==> config.mk <==
export PLATFORM = sky130hd
export DESIGN_NAME = glb_rd_responder
export DESIGN_NICKNAME = d
export VERILOG_FILES = /design/src/rtl/glb_rd_responder.sv
export SDC_FILE = /design/constraint.sdc
export NUM_CORES = 1
export LEC_CHECK = 0
export BUFFER_PORTS_ARGS = -buffer_cell sky130_fd_sc_hd__buf_2
export CAP_MARGIN = 5
export CORE_AREA = 4 4 414 416
export CTS_CLUSTER_SIZE = 40
export DETAILED_ROUTE_END_ITERATION = 8
export DIE_AREA = 0 0 418 420
export GPL_ROUTABILITY_DRIVEN = 0
export PLACE_DENSITY_LB_ADDON = 0.1
export SYNTH_ARGS = -nofsm -noshare
export SYNTH_HDL_FRONTEND = slang
export SYNTH_SLANG_ARGS = --single-unit
export TNS_END_PERCENT = 1
==> constraint.sdc <==
create_clock -name clk -period 17.2 [get_ports clk]
set_clock_uncertainty 0.2 [all_clocks]
set_input_delay 0.86 -clock clk [delete_from_list [all_inputs] [get_ports clk]]
set_output_delay 0.86 -clock clk [all_outputs]
set_load 0.05 [all_outputs]
==> src/rtl/glb_rd_responder.sv <==
// GLB read responder: turns crossbar read indices into SRAM reads at a
// configured base, re-times the fixed-latency SRAM data into an in-order
// FWFT output FIFO, and uses a credit counter so that every accepted read
// already owns a FIFO slot when its data returns.
module glb_rd_responder #(
  parameter int IDX_WIDTH       = 10,
  parameter int ACT_WIDTH       = 8,
  parameter int POOL_COMP_CORE  = 64,
  parameter int SRAM_ADDR_WIDTH = 12,
  parameter int RD_LATENCY      = 2,
  parameter int OUT_DEPTH       = 4
) (
  input  logic                                clk,
  input  logic                                rst_n,
  input  logic                                MIFGLB_Rst,
  input  logic [SRAM_ADDR_WIDTH-1:0]          CCUGLB_BaseAddr,
  input  logic                                MIFGLB_AddrVld,
  input  logic [IDX_WIDTH-1:0]                MIFGLB_Addr,
  output logic                                GLBMIF_AddrRdy,
  output logic                                GLBSRAM_Rd,
  output logic [SRAM_ADDR_WIDTH-1:0]          GLBSRAM_Addr,
  input  logic [ACT_WIDTH*POOL_COMP_CORE-1:0] SRAMGLB_Dat,
  output logic [ACT_WIDTH*POOL_COMP_CORE-1:0] GLBMIF_Ofm,
  output logic                                GLBMIF_OfmVld,
  input  logic                                MIFGLB_OfmRdy,
  output logic                                GLBMIF_Idle
);

  localparam int DW = ACT_WIDTH * POOL_COMP_CORE;
  localparam int CW = $clog2(OUT_DEPTH + 1);
  localparam int AW = (OUT_DEPTH > 1) ? $clog2(OUT_DEPTH) : 1;
  localparam logic [CW-1:0] DEPTH_C = CW'(OUT_DEPTH);
  localparam logic [AW-1:0] LAST_C  = AW'(OUT_DEPTH - 1);

  logic                  run;
  logic [CW-1:0]         count;
  logic [RD_LATENCY-1:0] pipe_vld;
  logic [DW-1:0]         mem [OUT_DEPTH];
  logic [AW-1:0]         wr_ptr;
  logic [AW-1:0]         rd_ptr;
  logic [CW-1:0]         fifo_cnt;
  logic                  accept;
  logic                  push;
  logic                  pop;

  // Request side: ready depends only on registered credit state and the clear.
  assign GLBMIF_AddrRdy = run & (count < DEPTH_C) & ~MIFGLB_Rst;
  assign accept         = MIFGLB_AddrVld & GLBMIF_AddrRdy;
  assign GLBSRAM_Rd     = accept;
  assign GLBSRAM_Addr   = CCUGLB_BaseAddr + SRAM_ADDR_WIDTH'(MIFGLB_Addr);

  // Return side: the last pipeline stage marks the cycle SRAM data is valid.
  assign push          = pipe_vld[RD_LATENCY-1];
  assign GLBMIF_OfmVld = (fifo_cnt != '0);
  assign pop           = GLBMIF_OfmVld & MIFGLB_OfmRdy;
  assign GLBMIF_Ofm    = mem[rd_ptr];
  assign GLBMIF_Idle   = (count == '0);

  // Hold ready low through reset; it opens on the first edge after release.
  // NOTE: a registered enable keeps ready off the async reset net; gating
  // with rst_n directly would put the reset into the handshake path.
  always_ff @(posedge clk or negedge rst_n) begin
    if (!rst_n) run <= 1'b0;
    else        run <= 1'b1;
  end

  // Credits: reads in flight plus rows waiting in the FIFO.
  always_ff @(posedge clk or negedge rst_n) begin
    if (!rst_n)                 count <= '0;
    else if (MIFGLB_Rst)        count <= '0;
    else if (accept && !pop)    count <= count + 1'b1;
    else if (pop && !accept)    count <= count - 1'b1;
  end

  // Valid-bit shift register tracking the SRAM read latency.
  always_ff @(posedge clk or negedge rst_n) begin
    if (!rst_n) begin
      pipe_vld <= '0;
    end else if (MIFGLB_Rst) begin
      pipe_vld <= '0;
    end else begin
      pipe_vld[0] <= accept;
      for (int i = 1; i < RD_LATENCY; i++) pipe_vld[i] <= pipe_vld[i-1];
    end
  end

  // FIFO pointers and occupancy; a clear flushes everything at once.
  always_ff @(posedge clk or negedge rst_n) begin
    if (!rst_n) begin
      wr_ptr   <= '0;
      rd_ptr   <= '0;
      fifo_cnt <= '0;
    end else if (MIFGLB_Rst) begin
      wr_ptr   <= '0;
      rd_ptr   <= '0;
      fifo_cnt <= '0;
    end else begin
      if (push) wr_ptr <= (wr_ptr == LAST_C) ? '0 : wr_ptr + 1'b1;
      if (pop)  rd_ptr <= (rd_ptr == LAST_C) ? '0 : rd_ptr + 1'b1;
      case ({push, pop})
        2'b10:   fifo_cnt <= fifo_cnt + 1'b1;
        2'b01:   fifo_cnt <= fifo_cnt - 1'b1;
        default: fifo_cnt <= fifo_cnt;
      endcase
    end
  end

  // Row storage written with returning SRAM data.
  // NOTE: storage has no reset; stale rows are never visible because
  // OfmVld comes only from the reset occupancy count.
  always_ff @(posedge clk) begin
    if (push && !MIFGLB_Rst) mem[wr_ptr] <= SRAMGLB_Dat;
  end

endmodule
Word level (Yosys, flattened, before mapping)
Memories as Yosys holds them, arrays and structs flattened.
Index checks and enable logic that the tools add are counted.
Storage, ports and cells
  input bits: 539
  flip-flop bits (word level): 13
  bits in writable memories: 2048
  memories: 1
Memories
  mem: depth 4, width 512, rd ports 1, clocked after Yosys merged registers in 0, write ports 1, RTL line 38  | logic [DW-1:0] mem [OUT_DEPTH];
Cells by class
  magnitude comparators: 1
  eq/ne operators: 4
  $add $sub $neg: 7
  bitwise logic cells: 5
  reductions and logical operators: 12
  mux-type cells: 14
Operators by type and width (count)
  2-bit 2-to-1 mux: 7
  12-bit by 10-bit adder with 12-bit output: 1
  3-bit 2-to-1 mux: 4
  3-bit nonzero test: 3
  3-bit by 1-bit adder with 3-bit output (second input constant): 2
  2-bit == test (second input constant): 3
  3-bit case mux with 2 select lines: 1
  3-bit by 1-bit subtractor with 3-bit output (second input constant): 2
  2-bit by 1-bit adder with 2-bit output (second input constant): 2
  1-bit AND: 4
  2-bit nonzero test: 2
  1-bit logical AND: 3
  1-bit logical NOT: 3
  3-bit logical NOT: 1
  3-bit less-than comparator (second input constant): 1
  2-bit by 1-bit == test with 1-bit output (second input constant): 1
  1-bit 2-to-1 mux: 2
  1-bit inverter: 1

Longest topological paths before layout
  word-level depth: 9
  gate-level depth with buffers: 8
  depth with buffers taken out: 7

Worst setup path before layout
No wires, ideal clock.
  path type: input to register
  from: input port MIFGLB_Rst
  to: memory mem[0][0] (netlist name) (enable)
  cell stages on the path: 2
  setup slack: 3.418 ns
  required time: 16.054 ns
  path buffers: 0
  library setup time: 0.946 ns
  arrival: 12.637 ns
  cell sequence: nor2b_1 -> and2_1
On the way
  word-level cells in the longest chain between the ends: 4
RTL lines
  start, declared: RTL line 15  | input logic MIFGLB_Rst,
  1-bit logical NOT: RTL line 112  | if (push && !MIFGLB_Rst) mem[wr_ptr] <= SRAMGLB_Dat;
  1-bit logical AND: RTL line 112
  1-bit 2-to-1 mux: RTL line 112
  1-bit 2-to-1 mux (implied by the code): RTL line 112
  end, declared: RTL line 38
Every way passes these cells.

Final worst setup path
  from: register rd_ptr[0]
  to: output port GLBMIF_Ofm[398]
On the way
  word-level cells in the longest chain between the ends: 1
RTL lines
  start, declared: RTL line 40  | logic [AW-1:0] rd_ptr;
  start signal, assigned: RTL line 99  | if (pop) rd_ptr <= (rd_ptr == LAST_C) ? '0 : rd_ptr + 1'b1;
  memory 4 x 512 bit
  end, declared: RTL line 23  | output logic [ACT_WIDTH*POOL_COMP_CORE-1:0] GLBMIF_Ofm,
Every way passes these cells.

==> impl_metrics.csv <==
group,metric,value,unit
sta,maxSlewHeadroom,25.2,%
finish,syn_to_final_growth,26.1,%
finish,fin_nets,5074,
yosys,synth_seq_area_share,82.5,%
clock_tree,clkLatencyLatePin,840,ps
global_routing,grt_pass1_wl,271000,um
setup_path,critical_path_class,"reg2out",
place,numPortBuffers,1066,
setup_path,r2r_slack,11980,ps
yosys,synth_top_area_cell,"edfxtp_1",
yosys,ys_top_cells_by_area,"edfxtp_1 (82%), mux4_2 (15%), buf_4 (0.48%), dfrtp_1 (0.43%), buf_2 (0.33%)",
yosys,synth-simple-area-share,0.334,%
sta,period_minus_slack,6800,ps
global_routing,antenna_found_initial,50,
setup_path,crit_chain,"buf_4 > buf_4 > buf_4 > buf_12 > mux4_2 > buf_2",
setup_path,startpoint_type,"flip-flop",
detailed_routing,via_per_inst,5.25,
yosys,synth_seq_cells,2061,
finish,drive_gt1_share,40.8,%
outcome,status,"finished, final reports clean",
setup_path,slowest_delay,1070,ps
worst_hold_path,worstHoldPathCells,1,
floorplanning,num_rows,150,
global_routing,grt.total_usage,21.1,%
sta,setup_viol,0,
floorplanning,io_pins,1067,
sta,hold_viol_final,0,
detailed_routing,drtIter0Drc,2643,
clock_tree,cts_resized,0,
setup_path,reg2regPathDepth,6,
floorplanning,core_area,167000,um2
clock_tree,tritoncts.num_buffers,208,
sta,fin_crit_sh,39.5,%
detailed_routing,ant_nets,0,
setup_path,cp.arrival,5740,ps
yosys,synth_cells,2808,
worst_hold_path,hold_class,"in2reg",
yosys,synth_top_family_by_area,"multiplexers",
detailed_routing,drt_wl_total,186000,um
finish,multi_input_area,12400,um2
floorplanning,dieHeight,420,um
setup_path,r2r_end,"mem[3][350]$_DFFE_PP_",
setup_path,required,16140,ps
yosys,syn_area_per_cell,26.7,um2
detailed_routing,wl_per_cell,26.9,um
yosys,synthesis.nets,3365,
finish,final_core_util,56.5,%
clock_tree,postCtsSetupBuffers,0,
clock_tree,htree_levels,4,
setup_path,slowest_stage,"dfrtp_4",
finish,fill_cells,12542,
clock_tree,cts_tree,"built",
worst_hold_path,holdPathEnd,"mem[1][74]$_DFFE_PP_",
finish,layout_commonest_cell,"edfxtp_1",
setup_path,path_max_fanout,88,
yosys,synth_fa_ha_area_share,0.331,%
yosys,synth_cell_type_count,39,
pwr,p_leak,0.0314,uW
detailed_routing,via_count,36349,
yosys,synth_compound_area_share,0.207,%
pwr,ir_drop,99.3,uV
yosys,synth-xor-area-share,0.207,%
place,dp_hpwl,121000,um
yosys,synth.area.mux_share,15.4,%
detailed_routing,drc_errors,0,
global_routing,grt_pass1_vias,38621,
clock_tree,path_clk_slew,60,ps
finish,seqCellArea,61800,um2
clock_tree,cts-root-buf,"clkbuf_16",
worst_hold_path,min_from,"SRAMGLB_Dat[74]",
clock_tree,clk_path_buf_depth,3,
sta,drv_slew,0,
floorplanning,dieArea,176000,um2
pwr,p_per_area,137,nW/um2
job,cap_viol_max_count,0,
finish,most-common-layout-cells,"edfxtp_1 (2048), buf_2 (1066), mux4_2 (512)",
global_routing,overflow,0,
sta,fmax,0.147,GHz
yosys,yosys.area.top_type_share,82.1,%
setup_path,crit_path_end_kind,"output pin",
yosys,ys.warnings.count,0,
clock_tree,cts.sinks,2061,
detailed_routing,drtPass1Iterations,5,
sta,tightest_slew,1120,ps
sta,setup_tns,0,ps
sta,rsz0062_at_grt,"false",
setup_path,r2r_start,"pipe_vld[1]$_DFF_PN0_",
floorplanning,start_util,44.8,%
floorplanning,die_w,418,um
setup_path,cp_common_cell,"buf_4",
clock_tree,ctsHoldBuffers,504,
global_routing,grt_max_degree,136,
yosys,syn_area,74900,um2
-- metrics by stage --
stage	cell area, um2	cells	setup slack (ps)	hold WS, ps	total power (uW)
after floorplan	74900	2808	3420	239	7920
after global placement	82800	6007	10940	251	8640
after detailed placement	82800	6007	10940	255	8640
after CTS	94400	6895	10000	3.00	13100
after global routing	94500	6917	9670	20.4	13400
final	94500	6928	10400	81.2	12900
-- area by class of cell --
cell class	count	area share [%]
multi-input combinational	622	13.1
antenna	33	0.0874
inverter	7	0.0278
tap	2204	2.92
clock buffer	257	5.82
sequential	2061	65.4
timing repair buffer	1617	11.5
clock inverter	127	1.14
-- power breakdown --
part,internal (uW),total (uW),switching (uW)
combinational,958,2990,2030
sequential,5550,5600,41.8
clock,2500,4360,1860
-- worst max-delay path, delay by kind of cell, from the launching register on --
family	cells	cell delay [ps]
buffers and inverters	5	2990
DFF	1	1070
muxes	1	600
-- cells by family after synthesis --
family | Yosys count
buffers and inverters | 125
and+or+nand+nor | 48
muxes | 515
other | 1
AOI/OAI and AO/OA | 24
adders and majority gates | 18
xor gates and xnor gates | 16
DFF | 2061
-- cell usage after synthesis --
library cell,number
a21o_2,1
dfrtp_1,13
and3_2,1
nor2b_1,3
mux2i_1,3
and3_1,1
buf_4,48
or4_1,2
o31ai_1,1
ha_1,15
edfxtp_1,2048
o2111ai_2,1
or3_1,3
o21ai_0,5
nand3b_1,1
and2_1,4
nand3_1,3
xor2_1,6
mux4_2,512
nor3b_1,1
conb_1,1
inv_1,7
nand2_1,7
a31oi_1,3
a21oi_1,8
nor3_1,3
a21bo_2,1
nor2_1,14
and4_2,1
nand4_1,4
fa_1,3
a21o_1,1
xnor2_1,8
a211oi_1,2
a21boi_0,1
buf_2,49
clkbuf_1,19
buf_1,2
xor2_2,2
-- how the worst max path moves through the flow --
stage | start | endpoint | slack [ps] | cells after the start
2_1_floorplan | MIFGLB_Rst | mem[0][0]$_DFFE_PP_ | 3420 | 2
3_5_place_dp | rd_ptr[0]$_DFFE_PN0P_ | GLBMIF_Ofm[362] | 10940 | 6
4_1_cts | rd_ptr[0]$_DFFE_PN0P_ | GLBMIF_Ofm[398] | 10000 | 6
3_3_place_gp | rd_ptr[0]$_DFFE_PN0P_ | GLBMIF_Ofm[362] | 10940 | 6
5_1_grt | rd_ptr[0]$_DFFE_PN0P_ | GLBMIF_Ofm[398] | 9670 | 6
6_report | rd_ptr[0]$_DFFE_PN0P_ | GLBMIF_Ofm[398] | 10400 | 6
-- registers in the layout, summed over array words and instances (netlist names) --
name	cells
mem	2048
count	3
fifo_cnt	3
pipe_vld	2
rd_ptr	2
wr_ptr	2
run	1
-- per-layer routing --
metal,wire [um],vias to the layer above,global-route usage [%]
met5,82,-,0
met4,6400,12,7.61
met3,11100,316,5.26
met2,97900,1089,36.3
met1,71000,19204,26.2
li1,-,15728,-
(Power assumes the default switching activity.)
